[src/rtl/spi_ctrl_pkg.sv]
// Shared state encoding and width helper for the SPI master arbiter.
package spi_ctrl_pkg;

  typedef enum logic [2:0] {IDLE, ISSUE, WAIT, RESP, GAP} spi_arb_state_t;

  function automatic int idx_width(input int n);
    return (n > 1) ? $clog2(n) : 1;
  endfunction

endpackage

[src/rtl/rr_arbiter.sv]
// Combinational round-robin picker: first set request at or after (ptr+1) mod NUM_REQ.
module rr_arbiter
  import spi_ctrl_pkg::*;
#(
  parameter int NUM_REQ = 4
) (
  input  logic [NUM_REQ-1:0]             req,
  input  logic [idx_width(NUM_REQ)-1:0]  ptr,
  output logic [NUM_REQ-1:0]             gnt,
  output logic [idx_width(NUM_REQ)-1:0]  gnt_idx,
  output logic                           any
);

  localparam int IW = idx_width(NUM_REQ);

  int            idx;
  logic [IW-1:0] sel;
  logic          found;

  always_comb begin
    gnt     = '0;
    gnt_idx = '0;
    found   = 1'b0;
    idx     = 0;
    sel     = '0;
    for (int k = 1; k <= NUM_REQ; k++) begin
      idx = (int'(ptr) + k) % NUM_REQ;
      sel = IW'(idx);
      if (!found && req[sel]) begin
        found    = 1'b1;
        gnt[sel] = 1'b1;
        gnt_idx  = sel;
      end
    end
  end

  assign any = |req;

endmodule

[src/rtl/spi_master_arbiter.sv]
// Round-robin sharing of one SPI master among NUM_REQ requesters, with a
// completion watchdog and a CS-high gap between transactions.
module spi_master_arbiter
  import spi_ctrl_pkg::*;
#(
  parameter int NUM_REQ        = 4,
  parameter int PAYLOAD_BITS   = 8,
  parameter int TIMEOUT_CYCLES = 4096,
  parameter int GAP_CYCLES     = 2
) (
  input  logic                            clk,
  input  logic                            rst,
  input  logic                            enable,
  input  logic [NUM_REQ-1:0]              req_valid,
  input  logic [NUM_REQ*PAYLOAD_BITS-1:0] req_data,
  output logic [NUM_REQ-1:0]              req_ready,
  output logic [NUM_REQ-1:0]              rsp_valid,
  input  logic [NUM_REQ-1:0]              rsp_ready,
  output logic [PAYLOAD_BITS-1:0]         rsp_data,
  output logic                            rsp_err,
  output logic [idx_width(NUM_REQ)-1:0]   grant_id,
  output logic                            busy,
  output logic                            spi_en,
  output logic                            spi_transmit_en,
  output logic [PAYLOAD_BITS-1:0]         spi_mosi_data,
  input  logic [PAYLOAD_BITS-1:0]         spi_miso_data,
  input  logic                            spi_payload_done,
  output logic                            spi_rst
);

  localparam int IW = idx_width(NUM_REQ);
  localparam int TW = $clog2(TIMEOUT_CYCLES + 1);
  localparam int GW = (GAP_CYCLES > 0) ? $clog2(GAP_CYCLES + 1) : 1;

  spi_arb_state_t          state_q, state_d;
  logic [IW-1:0]           ptr_q, ptr_d;
  logic [IW-1:0]           grant_id_q, grant_id_d;
  logic [PAYLOAD_BITS-1:0] mosi_q, mosi_d;
  logic [PAYLOAD_BITS-1:0] rsp_data_q, rsp_data_d;
  logic [NUM_REQ-1:0]      rsp_valid_q, rsp_valid_d;
  logic                    rsp_err_q, rsp_err_d;
  logic                    transmit_en_q, transmit_en_d;
  logic                    spi_rst_q, spi_rst_d;
  logic                    spi_en_q, spi_en_d;
  logic                    busy_q, busy_d;
  logic [TW-1:0]           timer_q, timer_d;
  logic [GW-1:0]           gap_q, gap_d;

  logic [NUM_REQ-1:0]      arb_gnt;
  logic [IW-1:0]           arb_idx;
  logic                    arb_any;

  rr_arbiter #(.NUM_REQ(NUM_REQ)) u_rr (
    .req     (req_valid),
    .ptr     (ptr_q),
    .gnt     (arb_gnt),
    .gnt_idx (arb_idx),
    .any     (arb_any)
  );

  // req_ready is the only combinational output: the accept must land in the grant cycle.
  always_comb begin
    state_d       = state_q;
    ptr_d         = ptr_q;
    grant_id_d    = grant_id_q;
    mosi_d        = mosi_q;
    rsp_data_d    = rsp_data_q;
    rsp_valid_d   = rsp_valid_q;
    rsp_err_d     = rsp_err_q;
    transmit_en_d = 1'b0;
    spi_rst_d     = 1'b0;
    timer_d       = timer_q;
    gap_d         = gap_q;
    req_ready     = '0;
    unique case (state_q)
      IDLE: begin
        if (!rst && enable && arb_any) begin
          req_ready     = arb_gnt;
          mosi_d        = req_data[arb_idx*PAYLOAD_BITS +: PAYLOAD_BITS];
          grant_id_d    = arb_idx;
          ptr_d         = arb_idx;
          transmit_en_d = 1'b1;
          state_d       = ISSUE;
        end
      end
      ISSUE: begin
        timer_d = '0;
        state_d = WAIT;
      end
      WAIT: begin
        if (spi_payload_done) begin
          rsp_data_d              = spi_miso_data;
          rsp_err_d               = 1'b0;
          rsp_valid_d             = '0;
          rsp_valid_d[grant_id_q] = 1'b1;
          state_d                 = RESP;
        end else if (timer_q == TW'(TIMEOUT_CYCLES - 1)) begin
          rsp_data_d              = '0;
          rsp_err_d               = 1'b1;
          spi_rst_d               = 1'b1;
          rsp_valid_d             = '0;
          rsp_valid_d[grant_id_q] = 1'b1;
          state_d                 = RESP;
        end else if (timer_q != {TW{1'b1}}) begin
          timer_d = timer_q + 1'b1;
        end
      end
      RESP: begin
        if (rsp_ready[grant_id_q]) begin
          rsp_valid_d = '0;
          gap_d       = '0;
          state_d     = (GAP_CYCLES == 0) ? IDLE : GAP;
        end
      end
      GAP: begin
        if (gap_q == GW'(GAP_CYCLES - 1)) state_d = IDLE;
        else                              gap_d   = gap_q + 1'b1;
      end
      default: state_d = IDLE;
    endcase
    spi_en_d = enable;
    busy_d   = (state_d != IDLE);
  end

  always_ff @(posedge clk) begin
    if (rst) begin
      state_q       <= IDLE;
      ptr_q         <= IW'(NUM_REQ - 1);
      grant_id_q    <= '0;
      mosi_q        <= '0;
      rsp_data_q    <= '0;
      rsp_valid_q   <= '0;
      rsp_err_q     <= 1'b0;
      transmit_en_q <= 1'b0;
      spi_rst_q     <= 1'b0;
      spi_en_q      <= 1'b0;
      busy_q        <= 1'b0;
      timer_q       <= '0;
      gap_q         <= '0;
    end else begin
      state_q       <= state_d;
      ptr_q         <= ptr_d;
      grant_id_q    <= grant_id_d;
      mosi_q        <= mosi_d;
      rsp_data_q    <= rsp_data_d;
      rsp_valid_q   <= rsp_valid_d;
      rsp_err_q     <= rsp_err_d;
      transmit_en_q <= transmit_en_d;
      spi_rst_q     <= spi_rst_d;
      spi_en_q      <= spi_en_d;
      busy_q        <= busy_d;
      timer_q       <= timer_d;
      gap_q         <= gap_d;
    end
  end

  assign rsp_valid       = rsp_valid_q;
  assign rsp_data        = rsp_data_q;
  assign rsp_err         = rsp_err_q;
  assign grant_id        = grant_id_q;
  assign busy            = busy_q;
  assign spi_en          = spi_en_q;
  assign spi_transmit_en = transmit_en_q;
  assign spi_mosi_data   = mosi_q;
  assign spi_rst         = spi_rst_q;

endmodule

[config.mk]
export PLATFORM = sky130hd
export DESIGN_NAME = spi_master_arbiter
export DESIGN_NICKNAME = d
export VERILOG_FILES = /design/src/rtl/spi_ctrl_pkg.sv /design/src/rtl/rr_arbiter.sv /design/src/rtl/spi_master_arbiter.sv
export SDC_FILE = /design/constraint.sdc
export NUM_CORES = 1
export LEC_CHECK = 0
export CORE_ASPECT_RATIO = 0.7
export CORE_MARGIN = 2
export CORE_UTILIZATION = 45
export CTS_CLUSTER_DIAMETER = 150
export DETAILED_ROUTE_END_ITERATION = 10
export DONT_BUFFER_PORTS = 1
export MAX_ROUTING_LAYER = met4
export PLACE_DENSITY = 0.72
export SLEW_MARGIN = 15
export SYNTH_ARGS = -nofsm -noshare
export SYNTH_HDL_FRONTEND = slang
export SYNTH_HIERARCHICAL = 1
export SYNTH_SLANG_ARGS = --single-unit
[constraint.sdc]
create_clock -name clk -period 6.6 [get_ports clk]
set_clock_uncertainty 0.2 [all_clocks]
set_input_delay 0.33 -clock clk [delete_from_list [all_inputs] [get_ports clk]]
set_output_delay 0.33 -clock clk [all_outputs]
set_load 0.02 [all_outputs]
==> impl_metrics.ini, run 1 <==
[power]
power.total_w = 0.000611
swShare = 0.304
power_density_mw_per_mm2 = 208
seqPwrFrac = 0.515
p_int_w = 0.000425
clockPowerShare = 0.296
combPwrFrac = 0.189
leakagePower_nw = 1.02
peakVddDrop_uv = 114
p_sw_w = 0.000186

[floorplanning]
core_mm2 = 0.00578
start_util = 0.471
num_rows = 23
die_w_um = 97.0
die_area_mm2 = 0.00670
num_io_pins = 83
die_height_um = 69.1

[global_routing]
grt_max_degree = 22
grt_pass1_vias = 2100
antenna_found_initial = 0
grt_pass1_wl_um = 10600
grt_util_all_layers = 0.201
gr-usage-met2 = 0.298
busiest_layer = met2
overflow = 0
grt.met1_usage = 0.276
grt_util_met3 = 0.0568

[synthesis]
synth_top_area_cell = dfxtp_1
yosys_warnings = 6
yosys.area_share.simple = 0.258
synth_top_area_frac = 0.346
synth_async_sr_flop_share = 0
ys.flop_type = dfxtp_1
synth_edf_count = 0
synth_top_family_by_area = simple AND/OR/NAND/NOR gates
avgSynthCellArea_um2 = 9.05
yosysUniqueCellTypes = 59
ys_top_cells_by_area = dfxtp_1, mux4_2, nand2_1
syn-num-nets = 363
synth_xor_area_frac = 0
syn_inst = 301
ys_ff_latch = 47
netlist_area_mm2 = 0.00272
synthAdderAreaFrac = 0.0460
synth-compound-area-share = 0.192
synthMuxAreaShare = 0.110
synth-seq-area-share = 0.346

[sta]
rsz0062_at_grt = no
period_minus_slack_ns = 3.61
slew_headroom = 0.460
worstMarginPinSlew_ns = 0.807
setup_tns_ns = 0
slew_violations = 0
fin_crit_sh = 0.548
setup_violations = 0
hold_viol_final = 0
max_freq_mhz = 277

[run]
drv_cap = 0

[critical_path]
critPathLaunchType = flop
slowest_delay_ns = 0.74
crit_type = flop to flop
crit_path_cell_trace = inv_1, ha_1, nor2b_1, a22oi_1, o211ai_1, a21oi_1, buf_4, mux4_2, nand2_1, a21oi_1
crit_top_cell = a21oi_1
slowest_stage = dfxtp_1
worstPathRequired_ns = 6.56
cp-end-kind = flop
arrival_ns = 3.57
critical_path.max_fanout = 19

[worst_hold_path]
worstHoldPathType = input port to flop

[clock_tree]
htree_levels = 2
cts_tree = built
postCtsSetupBuffers = 0
cts_root_buffer = clkbuf_8
cts_resized = 0
clk_pin_slew_ns = 0.10
numCtsBuffers = 5
clockBufferDepth = 2
clk-insertion-delay-late_ns = 0.31
cts.sinks = 47

[cells_and_area]
final_common_cell = dfxtp_1
drive_gt1_frac = 0.105
regArea_um2 = 941
layout_common_cells = dfxtp_1, nand2_1, a21oi_1
fin_util = 0.507
area.growth.synth_to_final_pct = 7.67
fillerInstances = 529
multiInputGateArea_mm2 = 0.00165
num_antenna_cells = 0
finalNetCount = 366

[routing]
post_drt_wl_per_cell_um = 17.3
dr_total_vias = 2327
wl_um = 6580
drtIter0Drc = 197
vias_per_cell = 6.12
ant_nets = 0
firstDrtPassIters = 4
drc = 0

[outcome]
outcome = completed

[placed_design]
io_buffers = 0
hpwl_um = 4640
gp_congestion = 0.875
==> worst paths after layout <==
path                          from  slack, ns  cells past startpoint                             to
max          ptr_q[0]$_SDFFE_PP1P_       2.99                     10  spi_mosi_data[0]$_SDFFE_PP0P_
min                            rst      0.006                      2       timer_q[11]$_SDFFE_PP0P_
max reg2reg  ptr_q[0]$_SDFFE_PP1P_       2.99                     10  spi_mosi_data[0]$_SDFFE_PP0P_
min reg2reg  gap_q[1]$_SDFFE_PP0P_       0.26                      2          gap_q[1]$_SDFFE_PP0P_
==> synthesized netlist by cell type, drive strengths merged (2+ instances only) <==
cell type and instances:
a21oi 30, a221o 4, a221oi 2, a22o 8, a31oi 2, and2 6, and3 2, and4 3
buf 7, clkbuf 9, dfxtp 47, ha 10, inv 10, mux2i 4, mux4 11, nand2 43
nand2b 2, nand3 7, nand4 5, nand4b 4, nor2 14, nor2b 5, nor3 7, nor3b 5
nor4 2, nor4b 2, o211ai 2, o21ai 14, o31ai 6, or3 3, or3b 4, or4 7
==> final cells by class <==
cell class,instances,share of cell area
Tap cell,75,0.0320
Timing Repair Buffer,12,0.0401
Clock inverter,3,0.00768
Clock buffer,5,0.0235
Multi-Input combinational cell,228,0.563
Inverter,10,0.0128
Sequential cell,47,0.321
==> critical path: cells and delay by family (launching register included) <==
family,cells,cell delay (ns)
buffers and inverters,2,0.52
AO/OA/AOI/OAI,4,0.69
adder cells (fa/ha/maj),1,0.59
flip-flops,1,0.74
multiplexers,1,0.51
AND/OR/NAND/NOR,2,0.22
==> power groups by stage <==
stage / sequential, W / combinational (W) / clock [W]
after global placement: 0.000321 / 0.000105 / 0
after CTS: 0.000315 / 0.000115 / 0.000188
after detailed placement: 0.000321 / 0.000108 / 0
after global routing: 0.000316 / 0.000127 / 0.000196
after floorplan: 0.000316 / 0.000100 / 0
final: 0.000315 / 0.000116 / 0.000181
==> layer usage <==
| layer | vias up | part of all wire |
|---|---|---|
| met5 | - | 0 |
| met4 | 0 | 0.0084 |
| met3 | 4 | 0.065 |
| met2 | 83 | 0.44 |
| met1 | 1106 | 0.48 |
| li1 | 1134 | - |
==> registers in the layout (all words and copies together) (netlist names) <==
register and flops:
spi_transmit_en 1, grant_id 2, spi_mosi_data 8, spi_rst 1, ptr_q 2, gap_q 2, spi_en 1, state_q 3
rsp_data 8, timer_q 13, rsp_valid 4, busy 1, rsp_err 1
==> stage by stage <==
stage	hold WS, ns	setup WS [ns]	instances	area, µm²
floorplan	0.207	3.24	301	2720
global placement	0.201	3.20	361	2730
detailed placement	0.203	3.05	361	2730
CTS	0.00106	2.98	380	2930
global route	0.0305	2.77	380	2930
finish	0.00636	2.99	380	2930
==> cell families after synthesis <==
logic type | after synthesis
adders and majority gates | 10
muxes | 16
buffers and inverters | 26
and+or+nand+nor | 124
DFF | 47
AOI/OAI and AO/OA | 78
==> timing repair <==
action	4_1_cts	5_1_grt
endpoints found under the hold margin	30	0
endpoints found under the setup margin	0	0
hold buffers	11	0
(Power assumes the default switching activity.)
==> run 2: changes to the inputs <==
--- a/config.mk
+++ b/config.mk
@@ -12,7 +12,7 @@
 export DETAILED_ROUTE_END_ITERATION = 10
 export DONT_BUFFER_PORTS = 1
 export MAX_ROUTING_LAYER = met4
-export PLACE_DENSITY = 0.72
+export PLACE_DENSITY = 0.74
 export SLEW_MARGIN = 15
 export SYNTH_ARGS = -nofsm -noshare
 export SYNTH_HDL_FRONTEND = slang
==> constraint.sdc (replaced) <==
create_clock -name clk -period 3.2 [get_ports clk]
set_clock_uncertainty 0.2 [all_clocks]
set_input_delay 0.16 -clock clk [delete_from_list [all_inputs] [get_ports clk]]
set_output_delay 0.16 -clock clk [all_outputs]
set_load 0.02 [all_outputs]
==> run 2 against run 1 <==
- clock-buffer cell count unchanged
- clock power up 120%
- largest power group unchanged
- total power up 110%
- wire length down 0.49%
- critical endpoint is now req_ready[0]
- largest cell class unchanged
==> impl_metrics.ini, run 2 (synthesis results as in run 1) <==
[clock_tree]
clk_pin_slew_ns = 0.10
clockBufferDepth = 2
numCtsBuffers = 5
cts_root_buffer = clkbuf_8
clk-insertion-delay-late_ns = 0.32
cts_tree = built
postCtsSetupBuffers = 0
htree_levels = 2
cts.sinks = 47

[routing]
post_drt_wl_per_cell_um = 17.0
dr_total_vias = 2313
top_layer = met4
drc = 0
wl_um = 6550
routed-wl-met2_um = 2850
firstDrtPassIters = 5
wl_met1_um = 3080
vias_per_cell = 6.01
ant_nets = 0
route.met3.wl_um = 512
drtIter0Drc = 229

[placed_design]
dp_slack_ns = 0.410
hpwl_um = 4560
gp_congestion = 0.891
io_buffers = 0

[floorplanning]
die_area_mm2 = 0.00670
die_height_um = 69.1
num_io_pins = 83
die_w_um = 97.0
num_rows = 23
core_mm2 = 0.00578
start_util = 0.471

[critical_path]
slowest_stage = dlygate4sd3_1
crit_type = input port to output pin
crit_family = buffers and inverters
arrival_ns = 2.54
critical_path.max_fanout = 28
worstPathRequired_ns = 2.84
r2r_start = ptr_q[0]$_SDFFE_PP1P_
crit_buf_inv = 3
cp-end-kind = output pin
timing.rr.end = spi_mosi_data[5]$_SDFFE_PP0P_
cp-startpoint = rst
critPathLaunchType = input port
crit_path_cell_trace = dlygate4sd3_1, nor2b_1, nand4b_1, buf_4, inv_1, and2_1
r2r_setup_slack_ns = 0.32
reg2regPathDepth = 10
slowest_delay_ns = 1.21

[sta]
setup_tns_ns = 0
setup_violations = 0
hold_ws_ns = 0.0216
max_freq_mhz = 344
rsz0062_at_grt = no
slew_violations = 0
fin_ws_ns = 0.297
slew_headroom = 0.320
hold_viol_final = 0
fin_crit_sh = 0.907
period_minus_slack_ns = 2.90
worstMarginPinSlew_ns = 1.02

[cells_and_area]
drive_gt1_frac = 0.119
area.growth.synth_to_final_pct = 9.15
fin_util = 0.514
max_flop_register = timer_q
regArea_um2 = 941
multiInputGateArea_mm2 = 0.00165
largest_reg_flops = 13
layout_common_cells = dfxtp_1, nand2_1, a21oi_1
num_antenna_cells = 0
finalNetCount = 371
fillerInstances = 494
final_common_cell = dfxtp_1

[worst_hold_path]
hp-start = req_data[6]
min_path_cells = 3
worstHoldPathType = input port to flop
holdPathEnd = spi_mosi_data[6]$_SDFFE_PP0P_

[power]
power.total_w = 0.00129
peakVddDrop_uv = 241
leakagePower_nw = 1.04
power_density_mw_per_mm2 = 434

[outcome]
outcome = completed

[global_routing]
grt_max_degree = 29
grt_pass1_vias = 2206
grt_util_all_layers = 0.202
grt_pass1_wl_um = 10800
overflow = 0
antenna_found_initial = 0

[run]
drv_cap = 0
==> run 2: timing repair <==
item,4_1_cts,5_1_grt
hold endpoints to repair,39,0
setup endpoints to repair,0,0
gates resized for setup,0,0
hold buffers,11,0
==> run 2: tightest hold or removal path: cells and delay by family <==
kind	cells	cell delay, ns
compound gates	1	0.10
simple gates	1	0.05
mux	1	0.20
==> run 2: area by class of cell <==
class	instances	area share
multi-input cells	228	0.555
flip-flops and latches	47	0.317
repair buffers	17	0.0522
well taps	75	0.0316
clock buffers	5	0.0232
inverters	10	0.0126
clock inverters	3	0.00842
==> run 2: how the worst max path moves through the flow <==
stage          slack (ns)                             to  depth (start not counted)
6_report             0.30                   req_ready[0]                          6
3_3_place_gp         0.53  spi_mosi_data[6]$_SDFFE_PP0P_                         10
3_5_place_dp         0.41  spi_mosi_data[5]$_SDFFE_PP0P_                         10
5_1_grt              0.14  spi_mosi_data[6]$_SDFFE_PP0P_                         10
4_1_cts              0.26                   req_ready[3]                          6
2_1_floorplan        0.08  spi_mosi_data[3]$_SDFFE_PP0P_                         12
==> run 2: layer usage <==
layer  track usage  vias up
met5             -        -
met4        0.0563        0
met3        0.0477       11
met2         0.299      117
met1         0.279     1041
li1              -     1144
==> run 2: report_power, final <==
| group | internal, W | switching [W] |
|---|---|---|
| registers | 0.000604 | 0.0000353 |
| logic | 0.000123 | 0.000134 |
| clock network | 0.000160 | 0.000233 |
| total | 0.000887 | 0.000402 |
==> run 2: metrics by stage <==
stage | std cells | area [µm²]
global route | 385 | 2970
CTS | 385 | 2970
finish | 385 | 2970
floorplan | 301 | 2720
detailed placement | 366 | 2770
global placement | 366 | 2770
